File: src/rtl/pipe_hazard_ctrl.sv
// Hazard/sequencing controller for the 5-stage pipeline: holds, bubbles, forwarding, boot and bridge waits.
// Optional build macro PIPE_HAZARD_PERF_EN enables saturating stall/flush performance counters.
module pipe_hazard_ctrl #(
    parameter int BOOT_CYCLES = 2,
    parameter int BUS_TIMEOUT = 255,
    parameter int CNT_W       = 32
) (
    input  logic             cpu_clk,
    input  logic             cpu_rst,
    input  logic [4:0]       id_rs1,
    input  logic [4:0]       id_rs2,
    input  logic             id_rs1_re,
    input  logic             id_rs2_re,
    input  logic [4:0]       ex_wr,
    input  logic             ex_rf_we,
    input  logic             ex_is_load,
    input  logic [4:0]       mem_wr,
    input  logic             mem_rf_we,
    input  logic [4:0]       wb_wr,
    input  logic             wb_rf_we,
    input  logic             ex_redirect,
    input  logic             mem_bus_req,
    input  logic             bus_ack,
    output logic             pc_hold,
    output logic             if_id_hold,
    output logic             id_ex_hold,
    output logic             ex_mem_hold,
    output logic             if_id_flush,
    output logic             id_ex_flush,
    output logic             mem_wb_flush,
    output logic [1:0]       fwd_rs1_sel,
    output logic [1:0]       fwd_rs2_sel,
    output logic             bus_timeout,
    output logic [1:0]       state_o,
    output logic [CNT_W-1:0] perf_load_stall,
    output logic [CNT_W-1:0] perf_bus_wait,
    output logic [CNT_W-1:0] perf_flush
);
    localparam logic [1:0] ST_BOOT = 2'b00;
    localparam logic [1:0] ST_RUN  = 2'b01;
    localparam logic [1:0] ST_WAIT = 2'b10;
    localparam logic [1:0] ST_ERR  = 2'b11;

    localparam int BW = $clog2(BOOT_CYCLES + 1);
    localparam int WW = $clog2(BUS_TIMEOUT + 1);
    localparam logic [BW-1:0] BOOT_LAST = BW'(BOOT_CYCLES - 1);
    localparam logic [WW-1:0] WAIT_LAST = WW'(BUS_TIMEOUT - 1);

    logic [1:0]    state_reg, state_next;
    logic [BW-1:0] boot_cnt_reg, boot_cnt_next;
    logic [WW-1:0] wait_cnt_reg, wait_cnt_next;

    logic       active, bus_stall, load_use;
    logic       st_bus, st_redir, st_load;
    logic [4:0] src_rs [2];
    logic       src_re [2];
    logic [1:0] src_fwd [2];

    assign active    = (state_reg == ST_RUN) || (state_reg == ST_WAIT);
    assign bus_stall = mem_bus_req & ~bus_ack;
    assign load_use  = ex_is_load & ex_rf_we & (ex_wr != 5'd0) &
                       ((id_rs1_re & (id_rs1 == ex_wr)) | (id_rs2_re & (id_rs2 == ex_wr)));

    // Effective (priority-resolved) events, shared by the outputs and the counters.
    assign st_bus   = active & bus_stall;
    assign st_redir = active & ~bus_stall & ex_redirect;
    assign st_load  = active & ~bus_stall & ~ex_redirect & load_use;

    assign src_rs[0] = id_rs1;
    assign src_rs[1] = id_rs2;
    assign src_re[0] = id_rs1_re;
    assign src_re[1] = id_rs2_re;

    // A load still in EX never forwards; the load-use stall covers that case.
    generate
        for (genvar gi = 0; gi < 2; gi++) begin : g_fwd
            always_comb begin
                src_fwd[gi] = 2'b00;
                if (src_re[gi] && src_rs[gi] != 5'd0) begin
                    if (ex_rf_we && !ex_is_load && ex_wr == src_rs[gi])
                        src_fwd[gi] = 2'b01;
                    else if (mem_rf_we && mem_wr == src_rs[gi])
                        src_fwd[gi] = 2'b10;
                    else if (wb_rf_we && wb_wr == src_rs[gi])
                        src_fwd[gi] = 2'b11;
                end
            end
        end
    endgenerate

    always_ff @(posedge cpu_clk or negedge cpu_rst) begin
        if (!cpu_rst) begin
            state_reg    <= ST_BOOT;
            boot_cnt_reg <= '0;
            wait_cnt_reg <= '0;
        end else begin
            state_reg    <= state_next;
            boot_cnt_reg <= boot_cnt_next;
            wait_cnt_reg <= wait_cnt_next;
        end
    end

    always_comb begin
        state_next    = state_reg;
        boot_cnt_next = boot_cnt_reg;
        wait_cnt_next = wait_cnt_reg;
        case (state_reg)
            ST_BOOT: begin
                boot_cnt_next = boot_cnt_reg + 1'b1;
                if (boot_cnt_reg == BOOT_LAST)
                    state_next = ST_RUN;
            end
            ST_RUN: begin
                if (bus_stall) begin
                    state_next    = ST_WAIT;
                    wait_cnt_next = WW'(1);
                end
            end
            ST_WAIT: begin
                if (bus_ack || !mem_bus_req)
                    state_next = ST_RUN;
                else if (wait_cnt_reg == WAIT_LAST)
                    state_next = ST_ERR;
                else
                    wait_cnt_next = wait_cnt_reg + 1'b1;
            end
            default: state_next = ST_ERR;
        endcase
    end

    always_comb begin
        pc_hold      = 1'b0;
        if_id_hold   = 1'b0;
        id_ex_hold   = 1'b0;
        ex_mem_hold  = 1'b0;
        if_id_flush  = 1'b0;
        id_ex_flush  = 1'b0;
        mem_wb_flush = 1'b0;
        fwd_rs1_sel  = 2'b00;
        fwd_rs2_sel  = 2'b00;
        case (state_reg)
            ST_BOOT: begin
                pc_hold      = 1'b1;
                if_id_flush  = 1'b1;
                id_ex_flush  = 1'b1;
                mem_wb_flush = 1'b1;
            end
            ST_ERR: begin
                pc_hold     = 1'b1;
                if_id_hold  = 1'b1;
                id_ex_hold  = 1'b1;
                ex_mem_hold = 1'b1;
            end
            default: begin
                fwd_rs1_sel = src_fwd[0];
                fwd_rs2_sel = src_fwd[1];
                if (st_bus) begin
                    pc_hold      = 1'b1;
                    if_id_hold   = 1'b1;
                    id_ex_hold   = 1'b1;
                    ex_mem_hold  = 1'b1;
                    mem_wb_flush = 1'b1;
                end else if (st_redir) begin
                    if_id_flush = 1'b1;
                    id_ex_flush = 1'b1;
                end else if (st_load) begin
                    pc_hold     = 1'b1;
                    if_id_hold  = 1'b1;
                    id_ex_flush = 1'b1;
                end
            end
        endcase
    end

    assign state_o     = state_reg;
    assign bus_timeout = (state_reg == ST_ERR);

`ifdef PIPE_HAZARD_PERF_EN
    logic [CNT_W-1:0] perf_cnt_reg [3];
    logic             perf_ev [3];

    assign perf_ev[0] = st_load;
    assign perf_ev[1] = st_bus;
    assign perf_ev[2] = st_redir;

    generate
        for (genvar gi = 0; gi < 3; gi++) begin : g_perf
            always_ff @(posedge cpu_clk or negedge cpu_rst) begin
                if (!cpu_rst)
                    perf_cnt_reg[gi] <= '0;
                else if (perf_ev[gi] && perf_cnt_reg[gi] != '1)
                    perf_cnt_reg[gi] <= perf_cnt_reg[gi] + 1'b1;
            end
        end
    endgenerate

    assign perf_load_stall = perf_cnt_reg[0];
    assign perf_bus_wait   = perf_cnt_reg[1];
    assign perf_flush      = perf_cnt_reg[2];
`else
    assign perf_load_stall = '0;
    assign perf_bus_wait   = '0;
    assign perf_flush      = '0;
`endif

endmodule

File: config.mk
export PLATFORM = sky130hd
export DESIGN_NAME = pipe_hazard_ctrl
export DESIGN_NICKNAME = d
export VERILOG_FILES = /design/src/rtl/pipe_hazard_ctrl.sv
export SDC_FILE = /design/constraint.sdc
export NUM_CORES = 1
export LEC_CHECK = 0
export ABC_AREA = 1
export CAP_MARGIN = 10
export CORE_MARGIN = 4
export CORE_UTILIZATION = 40
export DETAILED_ROUTE_END_ITERATION = 10
export GPL_TIMING_DRIVEN = 0
export HOLD_SLACK_MARGIN = 0.03
export PLACE_DENSITY = 0.88
export REMOVE_ABC_BUFFERS = 1
export SLEW_MARGIN = 20
export SYNTH_ARGS = -nofsm -noshare
export SYNTH_HDL_FRONTEND = slang
export SYNTH_SLANG_ARGS = --single-unit
File: constraint.sdc
create_clock -name cpu_clk -period 2.75 [get_ports cpu_clk]
set_input_delay 0.55 -clock cpu_clk [delete_from_list [all_inputs] [get_ports cpu_clk]]
set_output_delay 0.55 -clock cpu_clk [all_outputs]
set_load 0.05 [all_outputs]
==> flow_metrics.py <==
metrics = {
    "timing": {
        "whs_ns": 0.475,
        "worst_pin_slew_ns": 0.547,
        "relSlewSlack_pct": 63.4,
        "skew_ns": 0.00288,
        "period_minus_slack_ns": 2.67,
        "hold_violations": 0,
        "fmax_mhz": 374,
        "fin_ws_ns": 0.0767,
        "setup_violations": 0,
        "fin_setup_tns_ns": 0,
        "slew_viol_final": 0,
        "timing.final.crit_share_pct": 97.2,
    },
    "die": {
        "io_pins": 146,
        "start_util_pct": 42.4,
        "chipHeight_um": 82.5,
        "rows": 26,
        "coreArea_um2": 5240,
        "dieWidth_um": 82.5,
        "dieArea_um2": 6800,
    },
    "power_and_ir_drop": {
        "p_int_mw": 0.761,
        "sw_frac_of_total_pct": 64.0,
        "power_leakage_nw": 1.42,
        "netSwitchingPower_mw": 1.36,
        "ir_drop_uv": 675,
        "pwr_density_cell_nw_per_um2": 857,
        "p_total_mw": 2.12,
        "clockPowerShare_pct": 9.2,
        "seqPwrFrac_pct": 13.0,
        "combPwrFrac_pct": 77.9,
    },
    "clock_network": {
        "clkSlewWorstSetupHoldPaths_ns": 0.05,
        "cts-root-buf": "clkbuf_8",
        "clock_sinks": 12,
        "clk_latency_ns": 0.24,
        "tritoncts": "built",
        "cts_made_buffers": 3,
        "postCtsHoldBufs": 0,
        "cts_htree_levels": 1,
        "cts_buffer_depth": 2,
    },
    "final_layout": {
        "largest_register_ffs": 8,
        "nNetsFinal": 446,
        "drive_gt1_share_pct": 9.48,
        "fillerInstances": 550,
        "multi_input_area_um2": 1360,
        "final_cell_count_no_fill": 471,
        "final_cell_mix": "conb_1 (96), nand2_1 (69), inv_1 (39)",
        "final_common_cell": "conb_1",
        "synthToLayoutAreaGrowth_pct": 11.3,
        "register_area_um2": 300,
        "n_antenna_cell": 0,
    },
    "logic_synthesis": {
        "synth_area_um2": 2220,
        "ys_warn_count": 0,
        "synth_cell_types": 28,
        "ys_seq_area_share_pct": 13.5,
        "postSynthCellCount": 350,
        "yosys_register_bits": 12,
        "syn_avg_cell_area_um2": 6.34,
    },
    "grt": {
        "grt_pass1_wl_um": 7810,
        "first_global_vias": 1861,
        "grt_max_degree": 13,
        "track_usage_pct": 14.4,
        "antenna_found_initial": 0,
        "overflow": 0,
    },
    "drt": {
        "drt-wirelength-per-cell_um": 10.9,
        "wl_met1_um": 1740,
        "viasPerCell": 4.31,
        "wl_met2_um": 2890,
        "drtPass1Iterations": 5,
        "vias": 2031,
        "routed_wl_um": 5120,
        "met3_length_um": 397,
        "drtAntennaViolNets": 0,
        "drc_errors": 0,
        "topRoutingLayerUsed": "met4",
        "drt-initial-drc-count": 69,
    },
    "worst_setup_path": {
        "critical_path.slowest_cell": "clkdlybuf4s50_1",
        "crit_type": "primary input to primary output",
        "cp_cell_sequence": "clkdlybuf4s50_1, inv_1, a21oi_1, nand4_1, nor2_1, inv_1, a21oi_1, buf_2",
        "required_ns": 2.20,
        "cp_top_family": "buffers and inverters",
        "crit_fanout": 4,
        "crit_path_start_kind": "primary input",
        "endpoint_kind": "primary output",
        "worst_path_largest_cell_delay_ns": 0.55,
        "arrival_ns": 2.12,
        "cp_num_buf_inv": 4,
    },
    "run_status": {
        "status": "finished clean",
    },
    "job": {
        "max_cap_violations": 0,
    },
    "placement": {
        "preCtsSetupSlack_ns": -0.536,
        "gp_congestion": 0.933,
        "portBuffers": 49,
        "dp_cells": 467,
        "hpwl_um": 4470,
    },
    "hold_path": {
        "hp-class": "flop to flop",
    },
}
## layer usage
| metal | GRT usage (%) | up-vias |
|---|---|---|
| li1 | - | 997 |
| met1 | 15.6 | 935 |
| met2 | 27.6 | 87 |
| met3 | 2.39 | 12 |
| met4 | 4.98 | 0 |
| met5 | 0 | - |
## per-stage QoR
stage,util [%],area [µm²]
3_5_place_dp,46.3,2420
2_1_floorplan,-,1850
4_1_cts,46.7,2450
3_3_place_gp,46.3,2420
5_1_grt,47.1,2470
6_report,47.1,2470
## final timing paths
kind                                 start              end  slack, ns  cells past startpoint
min in group asynchronous          cpu_rst  wait_cnt_reg[7]       0.66                      1
hold / removal             boot_cnt_reg[0]  boot_cnt_reg[0]       0.48                      1
setup reg to reg                state_o[1]  wait_cnt_reg[7]       1.07                      9
max in group asynchronous          cpu_rst  boot_cnt_reg[1]       1.73                      1
setup / recovery                 id_rs1[3]   fwd_rs1_sel[1]       0.08                      8
hold reg to reg            boot_cnt_reg[0]  boot_cnt_reg[0]       0.48                      1
## worst reg2reg max path, stage by stage (launching register included)
cell and delay [ns]:
dfrtp_1 0.43, inv_1 0.11, ha_1 0.35, inv_2 0.09
nor2_1 0.18, nand2_2 0.09, nand2_4 0.12, clkinv_8 0.09
nand2_1 0.08, o21ai_2 0.05
## cell type report
class | count | share of cell area (%)
clock buffer | 4 | 2.23
sequential | 12 | 12.2
timing repair buffer | 49 | 19.2
tap | 70 | 3.55
inverter | 49 | 7.96
multi-input combinational | 287 | 54.9
## cell usage after synthesis
cell,number,area [µm²]
a21oi_1,12,60.1
a22oi_1,1,7.51
buf_4,97,728
clkinv_8,1,16.3
conb_1,1,3.75
dfrtp_1,12,300
ha_1,8,100
inv_1,39,146
inv_2,9,33.8
nand2_1,69,259
nand2_2,3,18.8
nand2_4,1,11.3
nand3_1,23,115
nand3b_1,1,7.51
nand4_1,6,37.5
nand4_2,1,12.5
nor2_1,31,116
nor2_2,1,6.26
nor2_4,1,11.3
nor3_1,6,30.0
o211ai_1,1,7.51
o21ai_0,4,20.0
o21ai_1,3,15.0
o21ai_2,4,35.0
o22ai_1,4,25.0
or2_2,1,6.26
xnor2_1,4,35.0
xor2_1,6,52.6
## power by group through the flow
| stage | sequential (mW) | clock (mW) | combinational, mW |
|---|---|---|---|
| after global placement | 0.274 | 0 | 1.66 |
| after global routing | 0.283 | 0.211 | 1.78 |
| after detailed placement | 0.278 | 0 | 1.68 |
| final | 0.275 | 0.194 | 1.65 |
| after CTS | 0.275 | 0.201 | 1.60 |
| after floorplan | 0.317 | 0 | 1.21 |
## logic make-up (layout without fill, tap and decap cells)
group / after synthesis / after routing / synth area share (%)
buf+inv: 146 / 102 / 41.7
simple gates: 144 / 144 / 28.5
compound gates: 29 / 29 / 7.67
flops: 12 / 12 / 13.5
xor+xnor: 10 / 10 / 3.95
fa+ha+maj: 8 / 8 / 4.51
other cells: 1 / 96 / 0.169
## timing repair
item,4_1_cts,5_1_grt
gates resized for setup,40,22
setup buffers,0,0
pin swaps,0,0
cloned,0,0
endpoints found under the setup margin,11,10
No activity file was read; power rests on OpenSTA's default activity.
